==> config.mk <==
export PLATFORM = sky130hd
export DESIGN_NAME = lcd_bus_writer
export DESIGN_NICKNAME = d
export VERILOG_FILES = /design/src/rtl/lcd_bus_writer.sv
export SDC_FILE = /design/constraint.sdc
export NUM_CORES = 1
export LEC_CHECK = 0
export ABC_CLOCK_PERIOD_IN_PS = 3330
export CAP_MARGIN = 30
export CORE_MARGIN = 2
export CORE_UTILIZATION = 35
export DETAILED_ROUTE_END_ITERATION = 7
export PLACE_DENSITY_LB_ADDON = 0.08
export SETUP_SLACK_MARGIN = 0.4
export SLEW_MARGIN = 40
export SYNTH_ARGS = -nofsm -noshare
export SYNTH_HDL_FRONTEND = slang
export SYNTH_SLANG_ARGS = --single-unit
==> constraint.sdc <==
create_clock -name iclk -period 3.33 [get_ports iclk]
set_clock_uncertainty 0.15 [all_clocks]
set_input_delay 0.666 -clock iclk [delete_from_list [all_inputs] [get_ports iclk]]
set_output_delay 0.666 -clock iclk [all_outputs]
set_load 0.02 [all_outputs]
==> src/rtl/lcd_bus_writer.sv <==
// Purpose: performs one complete HD44780-style LCD write (setup, enable pulse, hold, execution wait) per istart rising edge.
// Latency: SETUP_CYC+EN_CYC+HOLD_CYC+EXEC_CYC cycles (8-bit), twice the strobe part in 4-bit mode; LONG_CYC replaces EXEC_CYC for clear/home.
// Backpressure: obusy is high for the whole write; start edges seen while busy are dropped, never queued.
module lcd_bus_writer #(
    parameter int BUS4      = 0,
    parameter int SETUP_CYC = 2,
    parameter int EN_CYC    = 26,
    parameter int HOLD_CYC  = 2,
    parameter int EXEC_CYC  = 2000,
    parameter int LONG_CYC  = 82000,
    parameter int CNT_W     = 17
) (
    input  logic       iclk,
    input  logic       irst_n,
    input  logic [7:0] idata,
    input  logic       irs,
    input  logic       istart,
    output logic       obusy,
    output logic       odone,
    output logic [7:0] lcd_data,
    output logic       lcd_rw,
    output logic       lcd_en,
    output logic       lcd_rs
);

    typedef enum logic [2:0] {
        IDLE  = 3'd0,
        SETUP = 3'd1,
        EN_HI = 3'd2,
        HOLD  = 3'd3,
        EXEC  = 3'd4
    } state_t;

    // Terminal counts: each phase counts 0 .. N-1 and leaves on the last value.
    localparam logic [CNT_W-1:0] SETUP_LAST = CNT_W'(SETUP_CYC - 1);
    localparam logic [CNT_W-1:0] EN_LAST    = CNT_W'(EN_CYC - 1);
    localparam logic [CNT_W-1:0] HOLD_LAST  = CNT_W'(HOLD_CYC - 1);
    localparam logic [CNT_W-1:0] EXEC_LAST  = CNT_W'(EXEC_CYC - 1);
    localparam logic [CNT_W-1:0] LONG_LAST  = CNT_W'(LONG_CYC - 1);
    localparam logic             NIB_MODE   = (BUS4 != 0);

    state_t           state, state_nxt;
    logic [CNT_W-1:0] cnt, cnt_nxt;
    logic [7:0]       dat_q, dat_nxt;
    logic [7:0]       lcd_data_nxt;
    logic             lcd_rs_nxt, lcd_en_nxt;
    logic             busy_nxt, done_nxt;
    logic             nib, nib_nxt;
    logic             prestart;
    logic             start_edge;
    logic             long_wait;
    logic [CNT_W-1:0] exec_last;

    assign lcd_rw     = 1'b0;
    assign start_edge = istart & ~prestart;

    // Clear display (0x01) and return home (0x02/0x03) instructions need the long wait.
    assign long_wait  = ~lcd_rs & (((dat_q[7:1] == 7'b0000000) & dat_q[0]) |
                                   (dat_q[7:1] == 7'b0000001));
    assign exec_last  = long_wait ? LONG_LAST : EXEC_LAST;

    // Registers: prestart resets high so a start held through reset release is not an edge.
    always_ff @(posedge iclk or negedge irst_n) begin
        if (!irst_n) begin
            state    <= IDLE;
            cnt      <= '0;
            dat_q    <= 8'h00;
            lcd_data <= 8'h00;
            lcd_rs   <= 1'b0;
            lcd_en   <= 1'b0;
            obusy    <= 1'b0;
            odone    <= 1'b0;
            nib      <= 1'b0;
            prestart <= 1'b1;
        end else begin
            state    <= state_nxt;
            cnt      <= cnt_nxt;
            dat_q    <= dat_nxt;
            lcd_data <= lcd_data_nxt;
            lcd_rs   <= lcd_rs_nxt;
            lcd_en   <= lcd_en_nxt;
            obusy    <= busy_nxt;
            odone    <= done_nxt;
            nib      <= nib_nxt;
            prestart <= istart;
        end
    end

    // Next-state and output logic; every register holds unless a phase boundary changes it.
    always_comb begin
        state_nxt    = state;
        cnt_nxt      = cnt;
        dat_nxt      = dat_q;
        lcd_data_nxt = lcd_data;
        lcd_rs_nxt   = lcd_rs;
        lcd_en_nxt   = lcd_en;
        busy_nxt     = obusy;
        done_nxt     = odone;
        nib_nxt      = nib;
        case (state)
            IDLE: begin
                if (start_edge) begin
                    dat_nxt      = idata;
                    lcd_rs_nxt   = irs;
                    lcd_data_nxt = NIB_MODE ? {idata[7:4], 4'b0000} : idata;
                    busy_nxt     = 1'b1;
                    done_nxt     = 1'b0;
                    nib_nxt      = 1'b0;
                    cnt_nxt      = '0;
                    state_nxt    = SETUP;
                end
            end
            SETUP: begin
                if (cnt == SETUP_LAST) begin
                    cnt_nxt    = '0;
                    lcd_en_nxt = 1'b1;
                    state_nxt  = EN_HI;
                end else begin
                    cnt_nxt = cnt + CNT_W'(1);
                end
            end
            EN_HI: begin
                if (cnt == EN_LAST) begin
                    cnt_nxt    = '0;
                    lcd_en_nxt = 1'b0;
                    state_nxt  = HOLD;
                end else begin
                    cnt_nxt = cnt + CNT_W'(1);
                end
            end
            HOLD: begin
                if (cnt == HOLD_LAST) begin
                    cnt_nxt = '0;
                    if (NIB_MODE && !nib) begin
                        lcd_data_nxt = {dat_q[3:0], 4'b0000};
                        nib_nxt      = 1'b1;
                        state_nxt    = SETUP;
                    end else begin
                        state_nxt = EXEC;
                    end
                end else begin
                    cnt_nxt = cnt + CNT_W'(1);
                end
            end
            EXEC: begin
                if (cnt == exec_last) begin
                    cnt_nxt   = '0;
                    busy_nxt  = 1'b0;
                    done_nxt  = 1'b1;
                    state_nxt = IDLE;
                end else begin
                    cnt_nxt = cnt + CNT_W'(1);
                end
            end
            default: begin
                state_nxt = IDLE;
                cnt_nxt   = '0;
            end
        endcase
    end

endmodule

Yosys cells after proc, flatten, opt, wreduce, memory -nomap -nowiden
Cells that the tools add are included.

operators by class
  equal/unequal tests = 13
  reduce and logical (&&, ||, !) cells = 9
  mux-type cells = 21
  bitwise operators = 6
  add/subtract/negate cells = 1

operators by type and width
  operator                                                          count
  17-bit 2-to-1 mux                                                 5
  17-bit one-hot mux with 4 select lines                            1
  17-bit by 1-bit adder with 17-bit output, second input constant   1
  17-bit by 1-bit == test with 1-bit output, second input constant  1
  17-bit == test                                                    1
  17-bit by 5-bit == test with 1-bit output, second input constant  1
  3-bit 2-to-1 mux                                                  5
  3-bit one-hot mux with 5 select lines                             1
  2-bit != test, second input constant                              5
  7-bit by 1-bit == test with 1-bit output, second input constant   1
  7-bit logical NOT                                                 1
  3-bit by 2-bit == test with 1-bit output, second input constant   2
  1-bit 2-to-1 mux                                                  6
  1-bit one-hot mux with 2 select lines                             3
  3-bit AND reduction                                               2
  5-bit AND reduction                                               1
  2-bit nonzero test                                                2
  1-bit bitwise AND                                                 3
  3-bit by 1-bit == test with 1-bit output, second input constant   1
  3-bit == test, second input constant                              1
  3-bit logical NOT                                                 1
  1-bit inverter                                                    2
  2-bit AND reduction                                               1
  2-bit OR reduction                                                1
  1-bit OR                                                          1

storage, ports and cells
  bits of input ports = 12
  logic and storage cells = 58
  flip-flop bits (word level) = 33

Logic depth before layout (Yosys ltp)
Gate-level depths: netlist of the first run.

  depth after elaboration = 8
  mapped depth = 8
  gate-level depth less buffers = 7

Least setup slack after synthesis of the first run
OpenSTA, ideal clock, no wires.

  kind = register to register
  start point = register cnt[7]
  end point = register cnt[9]
  setup slack = 1165 ps
  stages on the path, launching flop included = 9
  setup time = 121 ps
  path buffers = 2
  arrival time = 1894 ps
  required time = 3059 ps
  cell sequence = dfrtp_1 buf_6 nor4_4 nand3_2 o311ai_4 nand4_2 buf_6 a21o_1 a22o_1

between the ends
  longest elaborated chain between the ends = 3
  elaborated cells on any way between the ends = 8
  those cells by class = add/sub (1); eq/ne (3); mux (4)

RTL lines
  element                                                                 RTL line  source
  start: declaration                                                      43        logic [CNT_W-1:0] cnt, cnt_nxt;
  start signal: assignment                                                77        cnt <= cnt_nxt;
  17-bit by 1-bit adder with 17-bit output, or another cell as far along  --
  17-bit 2-to-1 mux (on tied branches)                                    --
  17-bit one-hot mux with 4 select lines (*)                              100       case (state)

Every way passes the cells marked *; elsewhere a longest branch is shown, timed or not.
A chain may end at the register's enable or synchronous reset.

Worst setup path in the final report of the first run
  start point = register cnt[7]
  end point = register cnt[16]

Same word-level chain as after synthesis.

==> impl_metrics.prom, run 1 <==
# TYPE chip_impl_metric gauge
chip_impl_info{name="run_status",value="complete, no violations"} 1
chip_impl_info{name="synth_ff_type",value="sky130_fd_sc_hd__dfrtp_1"} 1
chip_impl_metric{name="nNetsFinal",unit=""} 216
chip_impl_metric{name="count_of_hold_fix_buffers_inserted_at_cts",unit=""} 0
chip_impl_info{name="top_metal_used",value="met4"} 1
chip_impl_metric{name="antenna_cells_inserted",unit=""} 0
chip_impl_metric{name="async_flop_share",unit="%"} 100
chip_impl_metric{name="placement_rows",unit=""} 25
chip_impl_metric{name="detailedPlace.worstSlack",unit="ps"} 672
chip_impl_info{name="cts_root_buffer",value="sky130_fd_sc_hd__clkbuf_8"} 1
chip_impl_metric{name="yosys-mux-area-fraction",unit="%"} 5.69
chip_impl_metric{name="grt_use_total",unit="%"} 15.1
chip_impl_info{name="cp-end-kind",value="flop"} 1
chip_impl_metric{name="die_height",unit="microns"} 75.3
chip_impl_metric{name="global_route_wire_length_before_repair",unit="mm"} 6.48
chip_impl_metric{name="drv.max_cap_violation_count",unit=""} 0
chip_impl_info{name="cpMaxStageDelayCell",value="sky130_fd_sc_hd__nand4_2"} 1
chip_impl_info{name="most_frequent_standard_cell_in_the_layout_excluding_fill_and_tap_cells",value="sky130_fd_sc_hd__dfrtp_1"} 1
chip_impl_metric{name="ys_seq_elements",unit=""} 33
chip_impl_metric{name="setup_slack",unit="ps"} 705
chip_impl_metric{name="detailedPlacementHpwl",unit="mm"} 2.84
chip_impl_info{name="worst_hold_path_type",value="reg2reg"} 1
chip_impl_info{name="post-synth-top-area-cell",value="sky130_fd_sc_hd__dfrtp_1"} 1
chip_impl_info{name="worst_setup_path_start_kind",value="flop"} 1
chip_impl_metric{name="port_buffers",unit=""} 23
chip_impl_metric{name="critPathMaxFanout",unit=""} 22
chip_impl_metric{name="route.antenna.remaining_nets",unit=""} 0
chip_impl_metric{name="clk_transition_reported_paths",unit="ps"} 70
chip_impl_metric{name="cts-resized-gates",unit=""} 0
chip_impl_metric{name="layout-drive-gt1-share",unit="%"} 11.8
chip_impl_metric{name="synth_compound_area_share",unit="%"} 18.8
chip_impl_metric{name="totalPowerFinal",unit="W"} 0.000810
chip_impl_metric{name="cts_buffers",unit=""} 5
chip_impl_metric{name="grt_start_max_net_pins",unit=""} 34
chip_impl_metric{name="grt_remaining_overflow",unit=""} 0
chip_impl_metric{name="route.detailed.wl_per_inst",unit="microns"} 14.4
chip_impl_info{name="path_delay_family",value="simple AND/OR/NAND/NOR gates"} 1
chip_impl_metric{name="dpl_cell_area",unit="sq um"} 2050
chip_impl_metric{name="clkSinkCount",unit=""} 33
chip_impl_metric{name="met3WireLength",unit="microns"} 132
chip_impl_metric{name="synth_area",unit="sq um"} 1780
chip_impl_metric{name="vias",unit=""} 1450
chip_impl_metric{name="gpl.final_weighted_congestion",unit=""} 0.821
chip_impl_metric{name="clock_latency",unit="ps"} 280
chip_impl_metric{name="highest_ir_drop_seen_on_vdd",unit="V"} 0.000167
chip_impl_info{name="layout.cells.most_common_list",value="sky130_fd_sc_hd__dfrtp_1 (32), sky130_fd_sc_hd__clkdlybuf4s50_1 (23), sky130_fd_sc_hd__nand2_1 (19)"} 1
chip_impl_metric{name="timing.critical_path.arrival",unit="ps"} 2640
chip_impl_info{name="synth_top_family_by_area",value="simple AND/OR/NAND/NOR gates"} 1
chip_impl_metric{name="initial_core_util",unit="%"} 37.0
chip_impl_metric{name="die_width",unit="microns"} 75.3
chip_impl_metric{name="synth_xor_area_share",unit="%"} 1.48
chip_impl_metric{name="timing_hold_violations_final",unit=""} 0
chip_impl_metric{name="syn-instance-count",unit=""} 180
chip_impl_info{name="rsz0062_at_grt",value="false"} 1
chip_impl_metric{name="core",unit="sq um"} 4820
chip_impl_info{name="tritoncts",value="yes"} 1
chip_impl_metric{name="power_per_cell_area",unit="nW/um^2"} 374
chip_impl_metric{name="critical_path.max_stage_delay",unit="ps"} 500
chip_impl_metric{name="tightestPinTransition",unit="ps"} 748
chip_impl_metric{name="power.leakage",unit="nW"} 0.932
chip_impl_info{name="crit_path_cell_trace",value="nor4_4 -> nand3_2 -> o311ai_4 -> nand4_2 -> a21o_1 -> a22o_1"} 1
chip_impl_metric{name="yosys_warnings",unit=""} 0
chip_impl_metric{name="synth_area_per_cell",unit="sq um"} 9.89
chip_impl_metric{name="cp_num_buf_inv",unit=""} 0
chip_impl_metric{name="drcViolationCount",unit=""} 0
chip_impl_metric{name="worst_slew_margin_rel",unit="%"} 49.7
chip_impl_metric{name="layout-area-overhead-vs-synth",unit="%"} 21.6
chip_impl_metric{name="floorplan.die_area",unit="sq um"} 5670
chip_impl_metric{name="filler_cell_count",unit=""} 485
chip_impl_metric{name="cts_setup_buffers",unit=""} 0
chip_impl_metric{name="fin_tns_setup",unit="ps"} 0
chip_impl_metric{name="finalSetupViolations",unit=""} 0
chip_impl_metric{name="synthAdderAreaFrac",unit="%"} 1.41
chip_impl_metric{name="post_drt_via_cell_ratio",unit=""} 5.37
chip_impl_metric{name="finish.utilization",unit="%"} 44.9
chip_impl_metric{name="drt_first_pass_iters",unit=""} 4
chip_impl_metric{name="drt-met1-wl",unit="mm"} 1.81
chip_impl_metric{name="synth_simple_gate_area_share",unit="%"} 22.1
chip_impl_metric{name="clock_path_buffers",unit=""} 2
chip_impl_metric{name="yosysUniqueCellTypes",unit=""} 45
chip_impl_metric{name="antenna_found_initial",unit=""} 0
chip_impl_metric{name="first_iter_violations",unit=""} 77
chip_impl_metric{name="net_count_of_the_mapped_netlist",unit=""} 194
chip_impl_metric{name="synth_enable_flop_cells",unit=""} 0
chip_impl_metric{name="number_of_global_route_vias_before_repair",unit=""} 1409
chip_impl_info{name="synth_area_leaders",value="sky130_fd_sc_hd__dfrtp_1 (45%), sky130_fd_sc_hd__mux2_2 (5.7%), sky130_fd_sc_hd__nand2_1 (4.0%), sky130_fd_sc_hd__a31oi_1 (3.2%), sky130_fd_sc_hd__a21oi_1 (2.8%)"} 1
chip_impl_metric{name="routed_wirelength",unit="mm"} 3.88
chip_impl_metric{name="timing.fmax",unit="MHz"} 381
chip_impl_metric{name="min_period",unit="ps"} 2620
chip_impl_metric{name="num_io_pins",unit=""} 25
chip_impl_metric{name="synth-seq-area-share",unit="%"} 46.5
chip_impl_metric{name="yosys.area.top_type_share",unit="%"} 45.0
chip_impl_info{name="crit_type",value="reg2reg"} 1
chip_impl_metric{name="cts_htree_levels",unit=""} 2
chip_impl_metric{name="route.met2.wl",unit="mm"} 1.89
chip_impl_metric{name="slew_viol_final",unit=""} 0
chip_impl_metric{name="finish.instance_area",unit="sq um"} 2160
chip_impl_metric{name="final.period_utilization",unit="%"} 78.8
chip_impl_metric{name="timing.critical_path.required",unit="ps"} 3350
[metrics by stage]
stage                     hold slack (ps)  instances
after floorplan                       220        180
after global placement                314        262
after detailed placement              324        262
after CTS                             341        270
after global routing                  366        270
final                                 330        270
[final timing paths]
check	from	end	slack (ps)	depth (start not counted)
max reg2reg	cnt[7]$_DFFE_PN0P_	cnt[16]$_DFFE_PN0P_	710	6
max	cnt[7]$_DFFE_PN0P_	cnt[16]$_DFFE_PN0P_	710	6
min	odone$_DFFE_PN0P_	odone$_DFFE_PN0P_	330	1
min in group asynchronous	irst_n	obusy$_DFFE_PN0P_	640	2
max in group asynchronous	irst_n	prestart$_DFF_PN1_	2070	2
min reg2reg	odone$_DFFE_PN0P_	odone$_DFFE_PN0P_	330	1
[report_power, final]
group	internal, W	switching [W]
registers	0.000402	0.000000169
clock network	0.000244	0.000141
logic	0.0000125	0.0000109
[synthesized netlist by cell type (2+ instances only)]
cell type	number
sky130_fd_sc_hd__nor4_1	3
sky130_fd_sc_hd__nand3_1	6
sky130_fd_sc_hd__inv_1	3
sky130_fd_sc_hd__or3_1	3
sky130_fd_sc_hd__nor3_1	6
sky130_fd_sc_hd__xor2_1	3
sky130_fd_sc_hd__o41ai_1	2
sky130_fd_sc_hd__a21oi_1	10
sky130_fd_sc_hd__dfrtp_1	32
sky130_fd_sc_hd__nand2_1	19
sky130_fd_sc_hd__o31ai_1	3
sky130_fd_sc_hd__nand2b_1	4
sky130_fd_sc_hd__mux2_2	9
sky130_fd_sc_hd__and3_1	4
sky130_fd_sc_hd__a41oi_1	2
sky130_fd_sc_hd__nand4_1	3
sky130_fd_sc_hd__buf_6	2
sky130_fd_sc_hd__nor2_1	11
sky130_fd_sc_hd__nor2b_1	3
sky130_fd_sc_hd__o21ai_0	2
sky130_fd_sc_hd__ha_1	2
sky130_fd_sc_hd__clkbuf_1	5
sky130_fd_sc_hd__o21ai_1	6
sky130_fd_sc_hd__a31oi_1	9
sky130_fd_sc_hd__o211a_1	2
sky130_fd_sc_hd__o22ai_1	2
sky130_fd_sc_hd__a21o_1	4
sky130_fd_sc_hd__a22o_1	3
[worst register-to-register path, stage by stage, from the launching register on]
cell and delay [ps]:
sky130_fd_sc_hd__dfrtp_1 470, sky130_fd_sc_hd__nor4_4 370, sky130_fd_sc_hd__nand3_2 190, sky130_fd_sc_hd__o311ai_4 340, sky130_fd_sc_hd__nand4_2 500, sky130_fd_sc_hd__a21o_1 330
sky130_fd_sc_hd__a22o_1 170
[routing by layer]
layer  vias to the layer above  track usage [%]
met5                         -                0
met1                       706             18.2
met3                         5             3.31
met2                        29             25.9
met4                         0             6.43
li1                        710                -
[layout make-up]
cell class | count | area [sq um] | share of cell area [%]
Tap cell | 67 | 83.8 | 3.87
Clock inverter | 1 | 30.0 | 1.39
Multi-Input combinational cell | 134 | 885 | 40.9
Sequential cell | 33 | 827 | 38.2
Timing Repair Buffer | 24 | 238 | 11.0
Clock buffer | 7 | 86.3 | 3.99
Inverter | 4 | 15.0 | 0.694
[registers in the layout (all words and copies together), names as in the netlist]
| signal | count |
|---|---|
| odone | 1 |
| state | 3 |
| obusy | 1 |
| prestart | 1 |
| cnt | 17 |
| dat_q | 8 |
| lcd_en | 1 |
| lcd_rs | 1 |
[cells by family after synthesis]
group / Yosys count
compound gates: 48
xor+xnor: 3
fa+ha+maj: 2
buf+inv: 13
flops: 33
mux: 9
other cells: 1
simple gates: 71
Note: power is estimated with default switching activity, not from simulation.
==> run 2: changes to the inputs <==
- ABC_CLOCK_PERIOD_IN_PS: 3330 -> 2300
- clock period: 3.33 -> 2.3 ns (I/O delays scaled with it)
==> impl_metrics.prom, run 2 (synthesized netlist as in run 1, its figures left out) <==
# TYPE chip_impl_metric gauge
chip_impl_info{name="run_status",value="complete, no violations"} 1
chip_impl_metric{name="clock_path_buffers",unit=""} 2
chip_impl_info{name="worst_hold_path_type",value="reg2reg"} 1
chip_impl_metric{name="nNetsFinal",unit=""} 236
chip_impl_metric{name="number_of_global_route_vias_before_repair",unit=""} 1489
chip_impl_metric{name="vias",unit=""} 1520
chip_impl_info{name="cts_root_buffer",value="sky130_fd_sc_hd__clkbuf_8"} 1
chip_impl_metric{name="detailedPlacementHpwl",unit="mm"} 3.06
chip_impl_metric{name="clkSinkCount",unit=""} 33
chip_impl_metric{name="detailedPlace.worstSlack",unit="ps"} 141
chip_impl_info{name="rr_endpoint",value="cnt[16]$_DFFE_PN0P_"} 1
chip_impl_info{name="tritoncts",value="yes"} 1
chip_impl_metric{name="clock_latency",unit="ps"} 280
chip_impl_metric{name="die_width",unit="microns"} 75.3
chip_impl_metric{name="multi_input_comb_area",unit="sq um"} 936
chip_impl_metric{name="timing.critical_path.arrival",unit="ps"} 2150
chip_impl_info{name="crit_type",value="reg2reg"} 1
chip_impl_metric{name="die_height",unit="microns"} 75.3
chip_impl_metric{name="finish.instance_area",unit="sq um"} 2360
chip_impl_metric{name="totalPowerFinal",unit="W"} 0.00103
chip_impl_metric{name="port_buffers",unit=""} 23
chip_impl_info{name="layout.cells.most_common_list",value="sky130_fd_sc_hd__dfrtp_1 (28), sky130_fd_sc_hd__buf_4 (20), sky130_fd_sc_hd__nand2_1 (17)"} 1
chip_impl_metric{name="routed_wirelength",unit="mm"} 4.20
chip_impl_metric{name="power_per_cell_area",unit="nW/um^2"} 438
chip_impl_metric{name="route.detailed.wl_per_inst",unit="microns"} 14.5
chip_impl_metric{name="slew_viol_final",unit=""} 0
chip_impl_metric{name="finish.utilization",unit="%"} 49.0
chip_impl_metric{name="antenna_cells_inserted",unit=""} 0
chip_impl_metric{name="finalSetupViolations",unit=""} 0
chip_impl_metric{name="min_period",unit="ps"} 2130
chip_impl_metric{name="post_drt_via_cell_ratio",unit=""} 5.24
chip_impl_metric{name="largest_register_ffs",unit=""} 17
chip_impl_metric{name="grt_use_total",unit="%"} 16.4
chip_impl_metric{name="cts_htree_levels",unit=""} 2
chip_impl_info{name="rsz0062_at_grt",value="true"} 1
chip_impl_metric{name="highest_ir_drop_seen_on_vdd",unit="V"} 0.000231
chip_impl_info{name="critical_path.startpoint",value="cnt[15]$_DFFE_PN0P_"} 1
chip_impl_metric{name="core",unit="sq um"} 4820
chip_impl_info{name="most_frequent_standard_cell_in_the_layout_excluding_fill_and_tap_cells",value="sky130_fd_sc_hd__dfrtp_1"} 1
chip_impl_metric{name="grt_remaining_overflow",unit=""} 0
chip_impl_metric{name="layout-drive-gt1-share",unit="%"} 24.7
chip_impl_metric{name="floorplan.die_area",unit="sq um"} 5670
chip_impl_metric{name="drt_first_pass_iters",unit=""} 4
chip_impl_metric{name="gpl.final_weighted_congestion",unit=""} 0.767
chip_impl_info{name="worst_setup_path_start_kind",value="flop"} 1
chip_impl_metric{name="timing.critical_path.required",unit="ps"} 2320
chip_impl_metric{name="global_route_wire_length_before_repair",unit="mm"} 7.05
chip_impl_metric{name="timing.fmax",unit="MHz"} 470
chip_impl_metric{name="filler_cell_count",unit=""} 499
chip_impl_metric{name="clk_transition_reported_paths",unit="ps"} 60
chip_impl_info{name="layout_top_registers",value="cnt: 17 flops, dat_q: 8 flops, state: 3 flops"} 1
chip_impl_metric{name="final.period_utilization",unit="%"} 92.5
chip_impl_metric{name="worst-r2r-setup-slack",unit="ps"} 170
chip_impl_info{name="crit_path_cell_trace",value="nor4_2 -> buf_4 -> nand2b_4 -> o311ai_4 -> nand4_2 -> buf_12 -> a21o_1 -> a22o_1"} 1
chip_impl_info{name="timing.rr.start",value="cnt[15]$_DFFE_PN0P_"} 1
chip_impl_metric{name="layout-area-overhead-vs-synth",unit="%"} 32.5
chip_impl_info{name="worstSetupEndpoint",value="cnt[16]$_DFFE_PN0P_"} 1
chip_impl_metric{name="drcViolationCount",unit=""} 0
chip_impl_metric{name="antenna_found_initial",unit=""} 0
chip_impl_metric{name="fin_tns_setup",unit="ps"} 0
chip_impl_metric{name="critPathMaxFanout",unit=""} 22
chip_impl_info{name="largest_register",value="cnt"} 1
chip_impl_metric{name="setup_slack",unit="ps"} 172
chip_impl_metric{name="route.antenna.remaining_nets",unit=""} 0
chip_impl_info{name="cpMaxStageDelayCell",value="sky130_fd_sc_hd__dfrtp_1"} 1
chip_impl_metric{name="timing_hold_violations_final",unit=""} 0
chip_impl_metric{name="placement_rows",unit=""} 25
chip_impl_metric{name="num_io_pins",unit=""} 25
chip_impl_metric{name="cts_buffers",unit=""} 5
chip_impl_metric{name="initial_core_util",unit="%"} 37.0
chip_impl_metric{name="area.sequential",unit="sq um"} 832
chip_impl_metric{name="power.leakage",unit="nW"} 1.15
chip_impl_metric{name="grt_start_max_net_pins",unit=""} 34
chip_impl_info{name="cp-end-kind",value="flop"} 1
chip_impl_metric{name="worst-r2r-cell-count",unit=""} 8
chip_impl_metric{name="first_iter_violations",unit=""} 74
chip_impl_metric{name="critical_path.max_stage_delay",unit="ps"} 390
chip_impl_metric{name="dpl_cell_area",unit="sq um"} 2200
chip_impl_metric{name="drv.max_cap_violation_count",unit=""} 0
==> run 2: cell types whose count changed in the layout (fill, tap and decap cells not counted), sizes merged <==
cell	previous run	this run
clkdlybuf4s50	23	15
clkbuf	7	8
dlymetal6s2s	0	6
dlygate4sd2	0	2
bufinv	1	0
buf	1	21
==> run 2: area by class of cell <==
class	instances	share of cell area (%)
tap	67	3.55
timing repair buffer	44	17.5
inverter	4	0.636
multi-input combinational	134	39.7
sequential	33	35.3
clock buffer	8	3.39
==> run 2: power by group <==
group / internal (W) / switching (W)
Clock: 0.000215 / 0.000203
Sequential: 0.000582 / 0.000000259
Combinational: 0.0000182 / 0.0000162
Total: 0.000815 / 0.000219
==> run 2: metrics by stage <==
stage	hold slack (ps)	instances
after global placement	313	280
after CTS	338	290
after global routing	368	290
after floorplan	14.4	180
final	327	290
after detailed placement	324	280
==> run 2: how the worst min path moves through the flow <==
| stage | from | end | slack [ps] | cells after the start |
|---|---|---|---|---|
| after detailed placement | odone$_DFFE_PN0P_ | odone$_DFFE_PN0P_ | 320 | 1 |
| after global routing | odone$_DFFE_PN0P_ | odone$_DFFE_PN0P_ | 370 | 1 |
| after CTS | odone$_DFFE_PN0P_ | odone$_DFFE_PN0P_ | 340 | 1 |
| final | odone$_DFFE_PN0P_ | odone$_DFFE_PN0P_ | 330 | 1 |
| after floorplan | irst_n | cnt[0]$_DFFE_PN0P_ | 10 | 0 |
| after global placement | odone$_DFFE_PN0P_ | odone$_DFFE_PN0P_ | 310 | 1 |
==> run 2: worst max-delay path, delay by kind of cell, from the launching register on <==
kind | cells | cell delay (ps)
and+or+nand+nor | 3 | 500
DFF | 1 | 390
buffers and inverters | 2 | 370
AOI/OAI and AO/OA | 3 | 610
==> run 2: repair_timing <==
action / CTS / global route
pin swaps: 5 / 0
gates resized for setup: 8 / 14
setup endpoints to repair: 20 / 37
hold buffers: 0 / 0
buffers inserted: 2 / 0
endpoints found under the hold margin: 0 / 0
==> run 2: metal layers <==
layer | vias to the layer above | global-route usage (%) | routed length, microns
met5 | - | 0 | 0
met4 | 0 | 5.85 | 69
met3 | 8 | 2.78 | 141
met2 | 28 | 27.5 | 1990
met1 | 730 | 21.3 | 2000
li1 | 754 | - | -
==> run 3: changes to the inputs <==
- ABC_CLOCK_PERIOD_IN_PS: 2300 -> 2000
- DONT_BUFFER_PORTS: unset -> 1
- SLEW_MARGIN: 40 -> 10
- clock period: 2.3 -> 2 ns (I/O delays scaled with it)
==> impl_metrics.prom, run 3 (synthesized netlist as in run 1, its figures left out) <==
# TYPE chip_impl_metric gauge
chip_impl_info{name="run_status",value="finished with violations"} 1
chip_impl_info{name="violations",value="setup timing"} 1
chip_impl_info{name="largest_register",value="cnt"} 1
chip_impl_metric{name="critPathMaxFanout",unit=""} 20
chip_impl_metric{name="grt_start_max_net_pins",unit=""} 34
chip_impl_info{name="cp-end-kind",value="flop"} 1
chip_impl_metric{name="clock_path_buffers",unit=""} 2
chip_impl_metric{name="antenna_found_initial",unit=""} 0
chip_impl_metric{name="layout-drive-gt1-share",unit="%"} 48.8
chip_impl_metric{name="core",unit="sq um"} 4820
chip_impl_metric{name="initial_core_util",unit="%"} 37.0
chip_impl_metric{name="grt_remaining_overflow",unit=""} 0
chip_impl_metric{name="global_route_wire_length_before_repair",unit="mm"} 7.22
chip_impl_info{name="grt_most_used_layer",value="met2"} 1
chip_impl_info{name="worst_setup_path_start_kind",value="flop"} 1
chip_impl_metric{name="finalSetupViolations",unit=""} 15
chip_impl_metric{name="placement_rows",unit=""} 25
chip_impl_metric{name="floorplan.die_area",unit="sq um"} 5670
chip_impl_info{name="cts_root_buffer",value="sky130_fd_sc_hd__clkbuf_8"} 1
chip_impl_metric{name="gpl.final_weighted_congestion",unit=""} 0.809
chip_impl_metric{name="port_buffers",unit=""} 0
chip_impl_metric{name="numPlacedInstances",unit=""} 289
chip_impl_metric{name="drcViolationCount",unit=""} 0
chip_impl_metric{name="die_width",unit="microns"} 75.3
chip_impl_metric{name="worst-r2r-setup-slack",unit="ps"} -150
chip_impl_metric{name="largest_register_ffs",unit=""} 17
chip_impl_metric{name="route.antenna.remaining_nets",unit=""} 0
chip_impl_metric{name="timing.critical_path.required",unit="ps"} 2020
chip_impl_metric{name="setup_slack",unit="ps"} -152
chip_impl_metric{name="worstHoldPathCells",unit=""} 1
chip_impl_metric{name="grt_use_total",unit="%"} 16.9
chip_impl_metric{name="worst-r2r-cell-count",unit=""} 7
chip_impl_metric{name="global_route.usage.met3",unit="%"} 4.10
chip_impl_metric{name="detailedPlacementHpwl",unit="mm"} 3.22
chip_impl_metric{name="post_drt_via_cell_ratio",unit=""} 5.24
chip_impl_metric{name="clk_transition_reported_paths",unit="ps"} 70
chip_impl_metric{name="power_per_cell_area",unit="nW/um^2"} 429
chip_impl_metric{name="cts_buffers",unit=""} 5
chip_impl_metric{name="first_iter_violations",unit=""} 77
chip_impl_metric{name="vias",unit=""} 1660
chip_impl_metric{name="drt_first_pass_iters",unit=""} 4
chip_impl_info{name="tritoncts",value="yes"} 1
chip_impl_info{name="layout.cells.most_common_list",value="sky130_fd_sc_hd__buf_4 (55), sky130_fd_sc_hd__dfrtp_1 (31), sky130_fd_sc_hd__nand2_1 (17)"} 1
chip_impl_metric{name="slew_viol_final",unit=""} 0
chip_impl_metric{name="min_period",unit="ps"} 2150
chip_impl_metric{name="routed_wirelength",unit="mm"} 4.87
chip_impl_metric{name="final.period_utilization",unit="%"} 108
chip_impl_metric{name="timing.fmax",unit="MHz"} 465
chip_impl_metric{name="filler_cell_count",unit=""} 418
chip_impl_info{name="most_frequent_standard_cell_in_the_layout_excluding_fill_and_tap_cells",value="sky130_fd_sc_hd__buf_4"} 1
chip_impl_metric{name="antenna_cells_inserted",unit=""} 0
chip_impl_metric{name="number_of_global_route_vias_before_repair",unit=""} 1596
chip_impl_info{name="worst_hold_path_type",value="in2reg"} 1
chip_impl_metric{name="clkSinkCount",unit=""} 33
chip_impl_metric{name="timing.critical_path.arrival",unit="ps"} 2170
chip_impl_info{name="rsz0062_at_grt",value="true"} 1
chip_impl_metric{name="finish.cell_count_without_fillers",unit=""} 317
chip_impl_metric{name="cts_htree_levels",unit=""} 2
chip_impl_info{name="layout_top_registers",value="cnt: 17 flops, dat_q: 8 flops, state: 3 flops"} 1
chip_impl_metric{name="route.detailed.wl_per_inst",unit="microns"} 15.4
chip_impl_metric{name="layout-area-overhead-vs-synth",unit="%"} 55.4
chip_impl_metric{name="finish.instance_area",unit="sq um"} 2770
chip_impl_metric{name="clock_latency",unit="ps"} 280
chip_impl_metric{name="die_height",unit="microns"} 75.3
chip_impl_metric{name="num_io_pins",unit=""} 25
chip_impl_info{name="crit_type",value="reg2reg"} 1
chip_impl_metric{name="drv.max_cap_violation_count",unit=""} 0
chip_impl_metric{name="highest_ir_drop_seen_on_vdd",unit="V"} 0.000277
chip_impl_metric{name="timing_hold_violations_final",unit=""} 0
chip_impl_metric{name="met1_usage",unit="%"} 20.4
chip_impl_metric{name="nNetsFinal",unit=""} 263
chip_impl_metric{name="grt.met2_usage",unit="%"} 29.9
chip_impl_metric{name="dpl_cell_area",unit="sq um"} 2240
chip_impl_metric{name="power.leakage",unit="nW"} 1.29
-- run 3: changes by cell type in the layout (fill, tap and decap cells not counted), sizes merged --
cell | previous run | this run
clkinv | 0 | 2
buf | 21 | 68
clkinvlp | 0 | 1
dlygate4sd3 | 0 | 2
dlymetal6s2s | 6 | 0
nand2 | 19 | 20
clkdlybuf4s50 | 15 | 0
dlygate4sd2 | 2 | 0
clkbuf | 8 | 5
-- run 3: final cells by class --
class / instances / area (sq um) / share of cell area (%)
Multi-Input combinational cell: 135 / 1160 / 41.8
Sequential cell: 33 / 828 / 29.9
Timing Repair Buffer: 70 / 597 / 21.6
Tap cell: 67 / 83.8 / 3.03
Clock buffer: 5 / 68.8 / 2.49
Clock inverter: 3 / 17.5 / 0.633
Inverter: 4 / 15.0 / 0.542
-- run 3: through the flow --
stage	hold slack [ps]	total power (W)	util (%)	setup TNS [ps]	worst slack, ps
final	114	0.00119	57.5	-1040	-152
after global routing	98.7	0.00124	57.5	-2610	-241
after CTS	105	0.00120	54.2	-1060	-155
after detailed placement	-44.8	0.000686	46.5	-1550	-191
after global placement	-44.8	0.000686	46.5	-593	-104
after floorplan	-45.6	0.000687	-	-262	-87.2
-- run 3: repair_timing --
item,4_1_cts,5_1_grt
setup buffers,11,5
pin swaps,16,16
hold endpoints to repair,34,0
setup endpoints to repair,32,32
hold buffers,3,0
cloned,1,0
resized for setup,32,25
-- run 3: worst paths after layout --
| kind | startpoint | to |
|---|---|---|
| min in group asynchronous | irst_n | cnt[15]$_DFFE_PN0P_ |
| max in group asynchronous | irst_n | prestart$_DFF_PN1_ |
| max | cnt[10]$_DFFE_PN0P_ | cnt[6]$_DFFE_PN0P_ |
| max reg2reg | cnt[10]$_DFFE_PN0P_ | cnt[6]$_DFFE_PN0P_ |
| min | idata[2] | dat_q[2]$_DFFE_PN0P_ |
| min reg2reg | cnt[3]$_DFFE_PN0P_ | cnt[3]$_DFFE_PN0P_ |
-- run 3: power breakdown --
part / total (W) / internal [W] / switching (W)
Sequential: 0.000669 / 0.000669 / 0.000000457
Combinational: 0.0000276 / 0.00000850 / 0.0000191
Clock: 0.000489 / 0.000240 / 0.000249
Total: 0.00119 / 0.000917 / 0.000269
-- run 3: worst max-delay path: stages, from the launching register on --
cell and delay (ps):
sky130_fd_sc_hd__dfrtp_1 420, sky130_fd_sc_hd__nor4_4 330, sky130_fd_sc_hd__nand3_2 180, sky130_fd_sc_hd__o311ai_4 280, sky130_fd_sc_hd__nand4_2 170, sky130_fd_sc_hd__buf_12 190
sky130_fd_sc_hd__a21o_1 150, sky130_fd_sc_hd__a22o_1 170
-- run 3: per-layer routing --
layer | part of all wire [%] | wire length (microns)
met1 | 44 | 2120
met2 | 52 | 2550
met3 | 3.1 | 150
met4 | 1.1 | 56
met5 | 0 | 0
